<file path="src/rtl/sprite_compositor.sv">
// Pixel stage after the sync generator: draws one scaled 8x8 1-bit sprite over
// a flat background. Sprite updates are staged and committed only at frame_end.
module sprite_compositor #(
  parameter int          SCALE    = 1,
  parameter logic [5:0]  BG_COLOR = 6'b000001
) (
  input  logic        clk,
  input  logic        reset,
  input  logic        hsync_in,
  input  logic        vsync_in,
  input  logic        display_on,
  input  logic [9:0]  screen_hpos,
  input  logic [9:0]  screen_vpos,
  input  logic        frame_end,
  input  logic        upd_valid,
  output logic        upd_ready,
  input  logic [9:0]  upd_x,
  input  logic [9:0]  upd_y,
  input  logic [5:0]  upd_color,
  input  logic        upd_mirror,
  input  logic        upd_enable,
  output logic        hsync,
  output logic        vsync,
  output logic [5:0]  rgb,
  output logic        sprite_hit
);

  localparam logic [10:0] SPRITE_W = 11'(8 << SCALE);

  typedef enum logic {IDLE, PENDING} state_t;

  state_t state_reg, state_next;
  logic   shadow_load;
  logic   commit;

  logic [9:0] shadow_x_reg, shadow_y_reg;
  logic [5:0] shadow_color_reg;
  logic       shadow_mirror_reg, shadow_enable_reg;

  logic [9:0] active_x_reg, active_y_reg;
  logic [5:0] active_color_reg;
  logic       active_mirror_reg, active_enable_reg;

  // ---------------------------------------------------------------- update FSM
  always_ff @(posedge clk) begin
    if (reset) begin
      state_reg <= IDLE;
    end else begin
      state_reg <= state_next;
    end
  end

  // An update accepted in IDLE never commits in the same cycle, even if
  // frame_end is high then; it waits in PENDING for the next frame_end.
  always_comb begin
    state_next  = state_reg;
    shadow_load = 1'b0;
    commit      = 1'b0;
    upd_ready   = 1'b0;
    case (state_reg)
      IDLE: begin
        upd_ready = 1'b1;
        if (upd_valid) begin
          shadow_load = 1'b1;
          state_next  = PENDING;
        end
      end
      PENDING: begin
        if (frame_end) begin
          commit     = 1'b1;
          state_next = IDLE;
        end
      end
      default: state_next = IDLE;
    endcase
  end

  always_ff @(posedge clk) begin
    if (reset) begin
      shadow_x_reg      <= '0;
      shadow_y_reg      <= '0;
      shadow_color_reg  <= '0;
      shadow_mirror_reg <= 1'b0;
      shadow_enable_reg <= 1'b0;
    end else if (shadow_load) begin
      shadow_x_reg      <= upd_x;
      shadow_y_reg      <= upd_y;
      shadow_color_reg  <= upd_color;
      shadow_mirror_reg <= upd_mirror;
      shadow_enable_reg <= upd_enable;
    end
  end

  always_ff @(posedge clk) begin
    if (reset) begin
      active_x_reg      <= '0;
      active_y_reg      <= '0;
      active_color_reg  <= '0;
      active_mirror_reg <= 1'b0;
      active_enable_reg <= 1'b0;
    end else if (commit) begin
      active_x_reg      <= shadow_x_reg;
      active_y_reg      <= shadow_y_reg;
      active_color_reg  <= shadow_color_reg;
      active_mirror_reg <= shadow_mirror_reg;
      active_enable_reg <= shadow_enable_reg;
    end
  end

  // ---------------------------------------------------------------- stage 1
  // 11-bit arithmetic so a sprite hanging off the right/bottom edge clips
  // instead of wrapping around to column/row 0.
  logic [10:0] h_ext, v_ext, x_ext, y_ext;
  logic [10:0] dx, dy, dx_scaled, dy_scaled;
  logic        in_x, in_y;

  assign h_ext     = {1'b0, screen_hpos};
  assign v_ext     = {1'b0, screen_vpos};
  assign x_ext     = {1'b0, active_x_reg};
  assign y_ext     = {1'b0, active_y_reg};
  assign dx        = h_ext - x_ext;
  assign dy        = v_ext - y_ext;
  assign dx_scaled = dx >> SCALE;
  assign dy_scaled = dy >> SCALE;
  assign in_x      = (h_ext >= x_ext) && (h_ext < (x_ext + SPRITE_W));
  assign in_y      = (v_ext >= y_ext) && (v_ext < (y_ext + SPRITE_W));

  logic       in_x_reg, in_y_reg;
  logic [2:0] col_reg, row_reg;
  logic       disp_d1_reg, hsync_d1_reg, vsync_d1_reg;
  logic [5:0] color_d1_reg;
  logic       mirror_d1_reg, enable_d1_reg;

  // Sprite attributes travel with the pixel so both stages see one state.
  always_ff @(posedge clk) begin
    if (reset) begin
      in_x_reg      <= 1'b0;
      in_y_reg      <= 1'b0;
      col_reg       <= '0;
      row_reg       <= '0;
      disp_d1_reg   <= 1'b0;
      hsync_d1_reg  <= 1'b0;
      vsync_d1_reg  <= 1'b0;
      color_d1_reg  <= '0;
      mirror_d1_reg <= 1'b0;
      enable_d1_reg <= 1'b0;
    end else begin
      in_x_reg      <= in_x;
      in_y_reg      <= in_y;
      col_reg       <= dx_scaled[2:0];
      row_reg       <= dy_scaled[2:0];
      disp_d1_reg   <= display_on;
      hsync_d1_reg  <= hsync_in;
      vsync_d1_reg  <= vsync_in;
      color_d1_reg  <= active_color_reg;
      mirror_d1_reg <= active_mirror_reg;
      enable_d1_reg <= active_enable_reg;
    end
  end

  // ---------------------------------------------------------------- stage 2
  logic [7:0] rom_row;
  logic [2:0] bit_idx;
  logic       opaque;

  // Right-pointing triangle, bit 7 is the leftmost column.
  always_comb begin
    rom_row = 8'h00;
    case (row_reg)
      3'd0: rom_row = 8'h80;
      3'd1: rom_row = 8'hC0;
      3'd2: rom_row = 8'hE0;
      3'd3: rom_row = 8'hF0;
      3'd4: rom_row = 8'hF0;
      3'd5: rom_row = 8'hE0;
      3'd6: rom_row = 8'hC0;
      3'd7: rom_row = 8'h80;
      default: rom_row = 8'h00;
    endcase
  end

  assign bit_idx = mirror_d1_reg ? col_reg : (3'd7 - col_reg);
  assign opaque  = rom_row[bit_idx] & in_x_reg & in_y_reg & enable_d1_reg;

  logic [5:0] rgb_reg;
  logic       hit_reg, hsync_d2_reg, vsync_d2_reg;

  always_ff @(posedge clk) begin
    if (reset) begin
      rgb_reg      <= '0;
      hit_reg      <= 1'b0;
      hsync_d2_reg <= 1'b0;
      vsync_d2_reg <= 1'b0;
    end else begin
      rgb_reg      <= !disp_d1_reg ? 6'd0 : (opaque ? color_d1_reg : BG_COLOR);
      hit_reg      <= opaque & disp_d1_reg;
      hsync_d2_reg <= hsync_d1_reg;
      vsync_d2_reg <= vsync_d1_reg;
    end
  end

  assign rgb        = rgb_reg;
  assign sprite_hit = hit_reg;
  assign hsync      = hsync_d2_reg;
  assign vsync      = vsync_d2_reg;

endmodule

</file>
<file path="config.mk">
export PLATFORM = sky130hd
export DESIGN_NAME = sprite_compositor
export DESIGN_NICKNAME = d
export VERILOG_FILES = /design/src/rtl/sprite_compositor.sv
export SDC_FILE = /design/constraint.sdc
export NUM_CORES = 1
export LEC_CHECK = 0
export CAP_MARGIN = 20
export CORE_ASPECT_RATIO = 1.5
export CORE_UTILIZATION = 45
export CTS_BUF_LIST = sky130_fd_sc_hd__clkbuf_8
export CTS_CLUSTER_SIZE = 25
export DETAILED_ROUTE_END_ITERATION = 12
export PLACE_DENSITY = 0.69
export SYNTH_ARGS = -nofsm -noshare
export SYNTH_HDL_FRONTEND = slang
export SYNTH_SLANG_ARGS = --single-unit
</file>
<file path="constraint.sdc">
create_clock -name clk -period 4.64 [get_ports clk]
set_clock_uncertainty 0.1 [all_clocks]
set_input_delay 0.928 -clock clk [delete_from_list [all_inputs] [get_ports clk]]
set_output_delay 0.928 -clock clk [all_outputs]
set_load 0.1 [all_outputs]
</file>
== Yosys cells after proc, flatten, opt, wreduce, memory -nomap -nowiden ==
Memories as Yosys holds them, arrays and structs flattened. A register that Yosys moved wholly into a read port is not among the register bits.
Cells that the tools add are included.
Operators by class
  add/sub/neg operators: 5
  order comparisons: 5
  multiplexer cells: 12
  bitwise gates (word level): 7
  reduce and logical (&&, ||, !) cells: 4
Operators by type and width (count)
  $add A10 B5 Y11 const B: 2
  $lt A10 B11 Y1: 2
  $ge A10 B10 Y1: 2
  $mux W1: 8
  $sub A4 B4 Y4: 2
  $mux W3: 2
  $and A1 B1 Y1: 4
  $lt A3 B4 Y1 const B: 1
  $bmux W1 S3: 1
  $not A1 Y1: 3
  $reduce_or A3 Y1: 1
  $sub A3 B3 Y3 const A: 1
  $logic_and A1 B1 Y1: 2
  $pmux W1 S2: 1
  $reduce_or A2 Y1: 1
Word-level totals
  register bits: 82
  memory bits (read-only): 24
  output and inout bits: 10
  logic and storage cells: 59
  memories kept: 1
Memory list
  (no name shown): depth 8, width 3, read ports 1, clocked after memory_dff 1, wr ports 0, RTL line 169  | case (row_reg)

== Longest topological paths before layout ==
  depth after elaboration: 9
  depth in mapped cells: 9
  depth with buffers taken out: 9

== Worst setup path before layout ==
Ideal clock, no wire load.
  path type: input port to flip-flop
  from: input port screen_vpos[0]
  to: register in_y_reg
  library setup time: 0.095 ns
  data arrival time: 2.364 ns
  slack: 2.081 ns
  cell stages on the path: 8
  buffers on the path: 0
  path through: inv_1 > ha_1 > fa_1 > a21boi_0 > o21ai_0 > a31o_2 > o2111ai_1 > a221oi_1
On the way
  word-level cells in the longest chain between the ends: 2
  elaborated cells on any way between the ends: 3
Ends and longest elaborated chain
  from (decl): RTL line 13  | input logic [9:0] screen_vpos,
  $lt A10 B11 Y1 / $ge A10 B10 Y1 (equally long branches): RTL line 126  | assign in_y = (v_ext >= y_ext) && (v_ext < (y_ext + SPRITE_W));
  $logic_and A1 B1 Y1 *: RTL line 126
  to (signal assigned): RTL line 149  | in_y_reg <= in_y;
  to (decl): RTL line 128  | logic in_x_reg, in_y_reg;
Mark *: on every way between the ends. The rest lies on a longest branch, timed or not.
A chain may end at the register's enable or synchronous reset.

== Worst setup path in the final report ==
  from: register state_reg
  to: output port upd_ready
On the way
  word-level cells in the longest chain between the ends: 1
Ends and longest elaborated chain
  from (decl): RTL line 32  | state_t state_reg, state_next;
  from (signal assigned): RTL line 49  | state_reg <= state_next;
  $mux W1: RTL line 60  | case (state_reg)
  to (decl): RTL line 16  | output logic upd_ready,
Every way passes these cells.

==> impl_metrics.env <==
export IMPL_status="finished clean"
export IMPL_clock_tree_buffer_depth=2
export IMPL_cp_end_kind="output port"
export IMPL_synth_common_cells="nand2_1, dfxtp_1, a21oi_1"
export IMPL_postRouteAntennaNets=0
export IMPL_endpoint="upd_ready"
export IMPL_synthMuxAreaShare_pct=0.587
export IMPL_hold_start="color_d1_reg[1]"
export IMPL_fin_cells=624
export IMPL_num_vias=3132
export IMPL_seq_area_frac_synth_pct=44.3
export IMPL_hpwl_um=5710
export IMPL_hold_buffers=0
export IMPL_synth_edf_count=0
export IMPL_chipWidth_um=77.4
export IMPL_clock_sinks=85
export IMPL_syn_cell_area_mm2=0.00384
export IMPL_grt_ovfl_total=0
export IMPL_routed_wirelength_um=7730
export IMPL_cp_start_kind="flip-flop"
export IMPL_core_area_mm2=0.00816
export IMPL_avgViaCountPerCell=5.02
export IMPL_place_congestion=0.817
export IMPL_synth_distinct_cells=38
export IMPL_peakVddDrop_mv=0.201
export IMPL_port_buffer_count=64
export IMPL_cts_buffers=9
export IMPL_cts_root_buf="clkbuf_8"
export IMPL_die_area_mm2=0.00891
export IMPL_io_pins=65
export IMPL_ff2ff_path_depth=8
export IMPL_cts_tree="built"
export IMPL_synth_cells=457
export IMPL_report_power_total_uw=1590
export IMPL_yosys_warnings=0
export IMPL_fin_ws_ns=1.70
export IMPL_cts_setup_buffers=0
export IMPL_remaining_drc_errors=0
export IMPL_dp_cells=608
export IMPL_rows=40
export IMPL_setup_viol=0
export IMPL_syn_nets=548
export IMPL_grt_use_total_pct=19.0
export IMPL_clock_fmax_mhz=340
export IMPL_regArea_mm2=0.00170
export IMPL_syn_area_per_cell_um2=8.40
export IMPL_drive_gt1_share_pct=4.43
export IMPL_dp_slack_ns=1.49
export IMPL_cp_arrival_ns=1.92
export IMPL_hold_class="reg2reg"
export IMPL_synth_area_leaders="dfxtp_1, nand2_1, ha_1, a21oi_1, xnor2_1"
export IMPL_grt_max_degree=52
export IMPL_clk_pin_slew_ns=0.08
export IMPL_cp_startpoint="state_reg"
export IMPL_synth_top_family_by_area="simple AND/OR/NAND/NOR gates"
export IMPL_synthAdderAreaFrac_pct=12.1
export IMPL_nNetsFinal=605
export IMPL_diodes=0
export IMPL_tightestPinTransition_ns=0.989
export IMPL_ys_flop_type="dfxtp_1"
export IMPL_synth_top_cell_area_share_pct=44.3
export IMPL_area_growth_syn_to_layout_pct=24.5
export IMPL_finalCriticalPeriod_ns=2.94
export IMPL_clkLatencyLatePin_ns=0.36
export IMPL_synth_simple_gate_area_share_pct=20.8
export IMPL_p_leak_uw=0.00178
export IMPL_synth_most_common_cell="nand2_1"
export IMPL_drtPass1Iterations=4
export IMPL_rsz0062_at_grt="no"
export IMPL_critPathKind="reg2out"
export IMPL_fillCellCount=757
export IMPL_powerDensity_mw_per_mm2=333
export IMPL_holdWs_ns=0.329
export IMPL_grt_pass1_vias=2974
export IMPL_rr_endpoint="in_x_reg"
export IMPL_wire_per_inst_um=12.4
export IMPL_die_h_um=115
export IMPL_synth_xor_area_share_pct=3.19
export IMPL_yosys_area_top_type="dfxtp_1"
export IMPL_hold_viol_final=0
export IMPL_min_period_over_period_pct=63.5
export IMPL_grt_pass1_wl_um=13200
export IMPL_synth_compound_area_share_pct=14.1
export IMPL_drv_cap=0
export IMPL_antenna_found_initial=0
export IMPL_worstPathMaxFanout=5
export IMPL_multi_input_area_mm2=0.00195
export IMPL_post_cts_resized=0
export IMPL_synth_async_reset_ratio_pct=0
export IMPL_worstPathRequired_ns=3.61
export IMPL_r2r_start="active_x_reg[6]"
export IMPL_htreeDepth=3
export IMPL_reg2reg_slack_ns=2.16
export IMPL_drv_slew=0
export IMPL_start_util_pct=47.1
export IMPL_synth_seq_cells=85
export IMPL_drtIter0Drc=104
export IMPL_max_slew_margin_rel_pct=34.1
export IMPL_setup_tns_final_ns=0
-- layer usage --
metal  wire length (um)  GRT usage [%]  up-vias  part of all wire (%)
met5                  0              0        -                     0
met4                251           13.1        0                   3.2
met3                240           3.02       17                   3.1
met2               3830           31.5       70                    50
met1               3410           22.5     1406                    44
li1                   -              -     1639                     -
-- how the worst min path moves through the flow --
stage	endpoint	slack [ns]	cells past startpoint
after floorplan	rgb[1]	0.31	1
final	rgb[1]	0.33	1
after detailed placement	rgb[1]	0.31	1
after global placement	rgb[1]	0.31	1
after CTS	rgb[1]	0.33	1
after global routing	rgb[1]	0.34	1
-- final cells by class --
type                       count  share of cell area (%)
clock buffer                   9                    2.59
timing repair buffer          66                    13.6
multi-input combinational    325                    40.8
clock inverter                 7                    2.51
tap                          105                    2.75
inverter                      27                    2.12
sequential                    85                    35.6
-- worst max-delay path, stage by stage, from the launching register on --
cell and delay, ns:
dfxtp_1 0.35, inv_1 0.08, clkdlybuf4s50_1 1.13
-- layout by cell type (no fill, tap or decap), drive strengths merged, types with 2 or more instances in the layout --
cell type,netlist,layout
bufinv,0,3
and2,6,6
nand3,6,6
clkdlybuf4s50,0,63
a2111oi,3,3
a21oi,66,66
a211oi,6,6
o21ai,8,8
nor2b,16,16
mux2,2,2
ha,34,34
fa,2,2
xor2,2,2
nand2,122,122
a21o,3,3
xnor2,12,12
a31oi,2,2
inv,27,29
dfxtp,85,85
nor2,7,7
buf,2,3
nor3b,5,5
nor3,5,5
clkbuf,18,9
nand2b,6,6
-- metrics by stage --
stage	utilization (%)	cell area, um2
2_1_floorplan	-	3840
3_3_place_gp	55.6	4540
3_5_place_dp	55.6	4540
4_1_cts	58.6	4780
5_1_grt	58.6	4780
6_report	58.6	4780
-- power breakdown --
group / internal (uW) / total, uW / switching [uW]
combinational: 88.8 / 184 / 94.8
clock: 360 / 636 / 276
sequential: 756 / 771 / 15.1
total: 1210 / 1590 / 386
-- logic make-up (layout without fill, tap and decap cells) --
logic type               count (synthesis)  count (layout)
AND/OR/NAND/NOR                        177             177
AO/OA/AOI/OAI                           96              96
flip-flops                              85              85
buffers and inverters                   47             109
adder cells (fa/ha/maj)                 36              36
XOR/XNOR                                14              14
multiplexers                             2               2
(Power assumes the default switching activity.)
